<file path="src/rtl/mem_arbiter.sv">
// mem_arbiter: two-port arbiter/sequencer for MCB port 0.
// Port A carries CPU single-word reads/writes, port B carries fixed-length
// video burst reads. Requests are round-robined; the MCB command, write and
// read FIFOs are driven one transfer at a time.
//
// state   | meaning
// --------+-----------------------------------------------------------
// IDLE    | drop stray read words, otherwise arbitrate A/B
// A_WPUSH | push CPU write word into the write FIFO
// A_WCMD  | issue single-word write command
// A_RCMD  | issue single-word read command
// A_RWAIT | wait for the CPU read word, capture it
// B_CMD   | issue video burst read command
// B_DATA  | forward burst words to the video port
// ACK     | pulse a_ack for one cycle
module mem_arbiter #(
  parameter int VID_BURST = 16
) (
  input  logic        clk,
  input  logic        rst,
  input  logic        calib_done,
  input  logic        a_req,
  input  logic        a_we,
  input  logic [29:0] a_addr,
  input  logic [31:0] a_wdata,
  input  logic [3:0]  a_mask,
  output logic        a_ack,
  output logic [31:0] a_rdata,
  input  logic        b_req,
  input  logic [29:0] b_addr,
  output logic        b_rvalid,
  output logic [31:0] b_rdata,
  output logic        b_ack,
  output logic        stray_rd,
  output logic        cmd_en,
  output logic [2:0]  cmd_instr,
  output logic [5:0]  cmd_bl,
  output logic [29:0] cmd_addr,
  input  logic        cmd_full,
  output logic        w_en,
  output logic [3:0]  w_mask,
  output logic [31:0] w_data,
  input  logic        w_full,
  output logic        r_en,
  input  logic [31:0] r_data,
  input  logic        r_empty
);

  typedef enum logic [2:0] {
    IDLE, A_WPUSH, A_WCMD, A_RCMD, A_RWAIT, B_CMD, B_DATA, ACK
  } state_t;

  localparam logic [5:0] B_BL  = 6'(VID_BURST - 1);
  localparam logic [6:0] B_LEN = 7'(VID_BURST);

  localparam logic [2:0] INSTR_WR = 3'b000;
  localparam logic [2:0] INSTR_RD = 3'b001;

  state_t      state;
  logic        last_grant_b;
  logic [29:0] lat_addr;
  logic [31:0] lat_wdata;
  logic [3:0]  lat_mask;
  logic [6:0]  cnt;

  // Read FIFO pop: stray drop in IDLE, CPU word in A_RWAIT, burst words in B_DATA.
  always_comb begin
    r_en = 1'b0;
    if (!rst) begin
      case (state)
        IDLE, A_RWAIT, B_DATA: r_en = !r_empty;
        default:               r_en = 1'b0;
      endcase
    end
  end

  // Arbitration and transfer sequencing; all outputs besides r_en are registered here.
  always_ff @(posedge clk) begin
    if (rst) begin
      state        <= IDLE;
      last_grant_b <= 1'b1;
      lat_addr     <= '0;
      lat_wdata    <= '0;
      lat_mask     <= '0;
      cnt          <= '0;
      a_ack        <= 1'b0;
      a_rdata      <= '0;
      b_rvalid     <= 1'b0;
      b_rdata      <= '0;
      b_ack        <= 1'b0;
      stray_rd     <= 1'b0;
      cmd_en       <= 1'b0;
      cmd_instr    <= '0;
      cmd_bl       <= '0;
      cmd_addr     <= '0;
      w_en         <= 1'b0;
      w_mask       <= '0;
      w_data       <= '0;
    end else begin
      cmd_en   <= 1'b0;
      w_en     <= 1'b0;
      a_ack    <= 1'b0;
      b_ack    <= 1'b0;
      b_rvalid <= 1'b0;
      stray_rd <= 1'b0;
      case (state)
        IDLE: begin
          if (!r_empty) begin
            stray_rd <= 1'b1;
          end else if (calib_done && !a_ack && !b_ack) begin
            // Acks are still visible during this cycle, so the finishing
            // requester has not yet dropped its req; skip arbitration.
            if (a_req && (!b_req || last_grant_b)) begin
              last_grant_b <= 1'b0;
              lat_addr     <= a_addr & ~30'h3;
              lat_wdata    <= a_wdata;
              lat_mask     <= a_mask;
              state        <= a_we ? A_WPUSH : A_RCMD;
            end else if (b_req) begin
              last_grant_b <= 1'b1;
              lat_addr     <= b_addr & ~30'h3;
              state        <= B_CMD;
            end
          end
        end
        A_WPUSH: begin
          if (!w_full) begin
            w_en   <= 1'b1;
            w_data <= lat_wdata;
            w_mask <= lat_mask;
            state  <= A_WCMD;
          end
        end
        A_WCMD: begin
          if (!cmd_full) begin
            cmd_en    <= 1'b1;
            cmd_instr <= INSTR_WR;
            cmd_bl    <= 6'd0;
            cmd_addr  <= lat_addr;
            state     <= ACK;
          end
        end
        A_RCMD: begin
          if (!cmd_full) begin
            cmd_en    <= 1'b1;
            cmd_instr <= INSTR_RD;
            cmd_bl    <= 6'd0;
            cmd_addr  <= lat_addr;
            state     <= A_RWAIT;
          end
        end
        A_RWAIT: begin
          if (!r_empty) begin
            a_rdata <= r_data;
            state   <= ACK;
          end
        end
        ACK: begin
          a_ack <= 1'b1;
          state <= IDLE;
        end
        B_CMD: begin
          if (!cmd_full) begin
            cmd_en    <= 1'b1;
            cmd_instr <= INSTR_RD;
            cmd_bl    <= B_BL;
            cmd_addr  <= lat_addr;
            cnt       <= B_LEN;
            state     <= B_DATA;
          end
        end
        B_DATA: begin
          if (!r_empty) begin
            b_rdata  <= r_data;
            b_rvalid <= 1'b1;
            cnt      <= cnt - 7'd1;
            if (cnt == 7'd1) begin
              b_ack <= 1'b1;
              state <= IDLE;
            end
          end
        end
        default: state <= IDLE;
      endcase
    end
  end

endmodule

</file>
<file path="config.mk">
export PLATFORM = sky130hd
export DESIGN_NAME = mem_arbiter
export DESIGN_NICKNAME = d
export VERILOG_FILES = /design/src/rtl/mem_arbiter.sv
export SDC_FILE = /design/constraint.sdc
export NUM_CORES = 1
export LEC_CHECK = 0
export CORE_MARGIN = 3
export CORE_UTILIZATION = 35
export CTS_CLUSTER_SIZE = 28
export DETAILED_ROUTE_END_ITERATION = 8
export GPL_ROUTABILITY_DRIVEN = 0
export SLEW_MARGIN = 20
export SYNTH_ARGS = -nofsm -noshare
export SYNTH_HDL_FRONTEND = slang
export SYNTH_SLANG_ARGS = --single-unit
</file>
<file path="constraint.sdc">
create_clock -name clk -period 2.25 [get_ports clk]
set_clock_uncertainty 0.2 [all_clocks]
set_input_delay 0.5625 -clock clk [delete_from_list [all_inputs] [get_ports clk]]
set_output_delay 0.5625 -clock clk [all_outputs]
set_load 0.02 [all_outputs]
</file>
* Yosys cells after proc, flatten, opt, wreduce, memory -nomap -nowiden
Cells that the tools add are included.
** Word-level totals
- Bits in read-only memories :: 0
- Latch bits :: 0
- Output and inout port bits :: 146
- Memories :: 0
- Register bits after elaboration :: 222
- Bits in writable memories :: 0
- Input port bits :: 137
** Operators by class
- Bitwise logic cells :: 7
- $mul :: 0
- Add/subtract/negate cells :: 1
- Eq/ne operators :: 20
- $lt $le $gt $ge :: 0
- Shift operators :: 0
- Divide/modulo/power cells :: 0
- Mux-type cells :: 33
- Reductions and logical operators :: 32
** Operators by type and width (count)
- $mux 30 :: 2
- $mux 3 :: 13
- $pmux 3 s8 :: 1
- $ne 2x2->1 const B :: 11
- $mux 7 :: 2
- $pmux 7 s2 :: 1
- $eq 3x3->1 const B :: 4
- $mux 6 :: 2
- $pmux 6 s2 :: 1
- $reduce_or 2->1 :: 6
- $reduce_and 10->1 :: 1
- $mux 1 :: 9
- $reduce_and 3->1 :: 3
- $reduce_or 3->1 :: 3
- $reduce_and 2->1 :: 4
- $reduce_and 4->1 :: 2
- $reduce_bool 2->1 :: 4
- $eq 7x1->1 const B :: 1
- $not 1->1 :: 7
- $sub 7x1->7 const B :: 1
- $eq 3x2->1 const B :: 2
- $pmux 3 s2 :: 1
- $logic_not 1->1 :: 4
- $eq 3x1->1 const B :: 1
- other kinds (5) :: 7

* Logic depth before layout (Yosys ltp)
- Depth after elaboration :: 7
- Gate-level depth with buffers :: 8
- Mapped depth without buffers :: 6

* Worst setup path before layout
No wires, ideal clock.
- Path kind :: input port to output port
- From :: input rst
- To :: output r_en
- Buffers on the path :: 2
- Slack :: -162 ps
- Arrival time :: 1650 ps
- Stages on the path :: 3
- Cell sequence :: clkbuf_1 clkbuf_1 nor4_1
** On the way
- Cells in the longest elaborated chain, start to end :: 1
** Ends and longest elaborated chain
- start: declaration :: RTL line 20 : input logic rst,
- $mux 1 :: RTL line 69 : if (!rst) begin
- end: declaration :: RTL line 44 : output logic r_en,
Every way passes these cells.

* Final worst setup path
- From :: register w_data[6]
- To :: output w_data[6]
** RTL lines
- start: declaration :: RTL line 42 : output logic [31:0] w_data,
- start signal: assignment :: RTL line 129 : w_data <= lat_wdata;
No word-level cell between the ends.

==> metrics.md <==
| Metric | Value |
|---|---|
| Synth top cells by count | `nand2_1, dfxtp_1, a21oi_1` |
| Worst min path class | `register to register` |
| Worst Setup Start Kind | `register` |
| Via count | `7603` |
| Max Root-Sink Buffers | `3` |
| 1st-iter DRT viols | `353` |
| Mapped cell area | `7990 µm²` |
| Setup crit end kind | `output port` |
| Post-Synth XOR/XNOR Area | `0.00658` |
| EDFF count, synth | `0` |
| Final period demand of the worst path | `2.22 ns` |
| Max-cap violations | `0` |
| Final hold slack | `0.247 ns` |
| GRT Resource Usage Total | `0.183` |
| Slew Viols, Final | `0` |
| Dpl hpwl | `16000 µm` |
| Outcome | `complete, no violations` |
| Die Area | `24700 µm²` |
| Total Wirelength | `24700 µm` |
| CP bufs+invs | `1` |
| Critical path's top delay family | `buffers and inverters` |
| Synth top area cells | `dfxtp_1, nand2_1, a21oi_1, clkbuf_1, a311oi_1` |
| Largest area contributor in the netlist | `dfxtp_1` |
| Core region area | `22200 µm²` |
| Worst Max-Slew Pin Slew | `0.934 ns` |
| Post-synthesis mux area share | `0.00329` |
| Residual DRC | `0` |
| Post-Synthesis Cells | `1005` |
| IO Pins | `283` |
| Initial DRT Pass Iterations | `4` |
| Post-synth ARST share | `0` |
| Mean Syn Cell Area | `7.95 µm²` |
| Yosys synthesis warning count | `0` |
| Required time worst endpoint | `1.49 ns` |
| Multi-input gate area | `3400 µm²` |
| Adder-Cell Fraction of Synth Area | `0.00626` |
| Largest net degree at the start of global routing | `126` |
| Initial Util | `0.361` |
| Slowest CP cell | `clkdlybuf4s50_1` |
| CTS root buffer | `clkbuf_16` |
| Sum Neg Setup Slack | `0 ns` |
| Synth Area in Compound Gates | `0.159` |
| Initial antenna violation count | `0` |
| RSZ-0062 raised after global routing | `no` |
| Wirelength per Cell | `15.9 µm` |
| Setup Crit Path Kind | `register to output port` |
| Largest family of logic cells by synthesized area | `simple AND/OR/NAND/NOR gates` |
| Leakage | `5.02 nW` |
| FF+latch count, synth | `211` |
| Total clock sinks | `211` |
| Clock-pin transition on the worst setup and hold timing paths | `0.06 ns` |
| Detail Route Antenna Nets | `0` |
| CTS Hold Bufs | `0` |
| H-tree depth | `1` |
| First-pass GRT wire length | `37000 µm` |
| Number of CTS-inserted buffers | `23` |
| Slew margin rel. | `0.377` |
| Max incr delay on CP | `0.64 ns` |
| Sequential share of the synthesized area | `0.529` |
| Post-Synth Simple-Gate Area | `0.244` |
| Port bufs | `272` |
| Cell breakdown of the critical path | `clkdlybuf4s50_1` |
| CTS tree | `yes` |
| Tcrit/Tclk final | `0.989` |
| Largest driver fanout on the critical path | `2` |
| GRT overflow | `0` |
| Vias/cell | `4.89` |
| Die H | `157 µm` |
| Cell Rows | `54` |
| Netlist cell types | `43` |
| Post-synth top area share | `0.529` |
| Final Net Count | `1403` |
| Area growth syn-to-layout | `50.1%` |
| Die width | `157 µm` |
| Max Fclk | `450 MHz` |
| Clk Latency, worst-skew pair | `0.50 ns` |
| Fillers | `2156` |
| Worst VDD drop | `0.394 mV` |
| Final hold vios | `0` |
| Pwr dens | `842 nW/µm²` |
| Most frequent cell after synthesis | `nand2_1` |
| FF+latch area | `4220 µm²` |
| Layout cells sized above 1 | `0.0753` |
| Finish-stage setup viols | `0` |
| Synth Flop Type | `dfxtp_1` |
| Worst Path Arrival | `1.46 ns` |
| Vias in the first global route | `6885` |
==> kinds of logic after synthesis <==
kind of cell	count (synthesis)
mux	2
simple gates	475
buf+inv	90
xor+xnor	6
compound gates	216
other cells	1
fa+ha+maj	4
flops	211
==> sequential cells by signal, indices dropped and copies added, names as in the netlist, 7 cells and up <==
signal	flops
cmd_addr	28
a_rdata	32
lat_wdata	32
w_data	32
cnt	7
lat_addr	28
b_rdata	32
==> where the power goes <==
group	internal [mW]	switching [mW]	total [mW]
clock	2.15	1.45	3.60
sequential	4.00	0.127	4.13
combinational	1.04	1.32	2.36
total	7.19	2.90	10.1
==> final timing paths <==
path            startpoint    endpoint  slack, ns  depth (start not counted)
max              w_data[6]   w_data[6]       0.03                          1
min          lat_wdata[19]  w_data[19]       0.25                          2
max reg2reg       state[0]      cnt[5]       0.22                          6
min reg2reg  lat_wdata[19]  w_data[19]       0.25                          2
==> metal layers <==
layer,up-vias,GRT usage,part of all wire
li1,3819,-,-
met1,3509,0.233,0.43
met2,243,0.304,0.46
met3,32,0.0610,0.088
met4,0,0.0380,0.018
met5,-,0,0
==> cell usage in the layout, fill, tap and decap left out, types with 2 or more instances in the layout <==
cell             Yosys  routed
ha_1                 4       4
clkbuf_8             0       5
xor2_1               5       5
a311oi_1            18      18
nand3b_1             2       2
nand3_1             31      31
conb_1               1       6
dfxtp_1            211     211
o21ai_0              6       6
a311oi_2            10      10
a211oi_1             2       2
buf_4               10      23
nor4_1               3       2
and2_1               2       2
nor2_1              42      42
nor3_2               3       2
or3_1                4       4
buf_12               0      13
o21a_1               2       2
o21ai_1              3       2
nand2_1            365     365
clkdlybuf4s50_1      0     194
buf_6                2       2
buf_8                0       2
nor3_1               3       3
inv_1                5       5
dlygate4sd2_1        0      32
clkbuf_16            0      24
clkbuf_1            52       7
dlymetal6s2s_1       0      44
nor2_2               2       2
nor3b_1              5       5
nor2b_1              3       3
nand2b_1             4       4
a21oi_1            171     171
==> through the flow <==
| step | total power [mW] | setup WS (ns) | cells | area (µm²) | utilization |
|---|---|---|---|---|---|
| after floorplan | 5.56 | 0.0495 | 1010 | 8020 | - |
| after global placement | 6.52 | -0.418 | 1512 | 11100 | 0.503 |
| after detailed placement | 6.54 | -0.510 | 1512 | 11100 | 0.503 |
| after CTS | 10.2 | -0.0765 | 1550 | 11800 | 0.533 |
| after global routing | 10.6 | 0.0000597 | 1555 | 12000 | 0.541 |
| final | 10.1 | 0.0258 | 1556 | 12000 | 0.541 |
==> area by class of cell <==
type / count / share of cell area
diodes: 1 / 0.000209
clock buffers: 35 / 0.0559
clock inverters: 3 / 0.00355
inverters: 5 / 0.00156
multi-input cells: 709 / 0.283
flip-flops and latches: 211 / 0.352
well taps: 280 / 0.0292
repair buffers: 312 / 0.274
==> what timing repair did <==
action | 4_1_cts | 5_1_grt
pin swaps | 0 | 4
endpoints found under the setup margin | 33 | 74
resized for setup | 34 | 53
gates cloned | 0 | 3
buffers inserted | 0 | 2
Note: power is estimated with default switching activity, not from simulation.
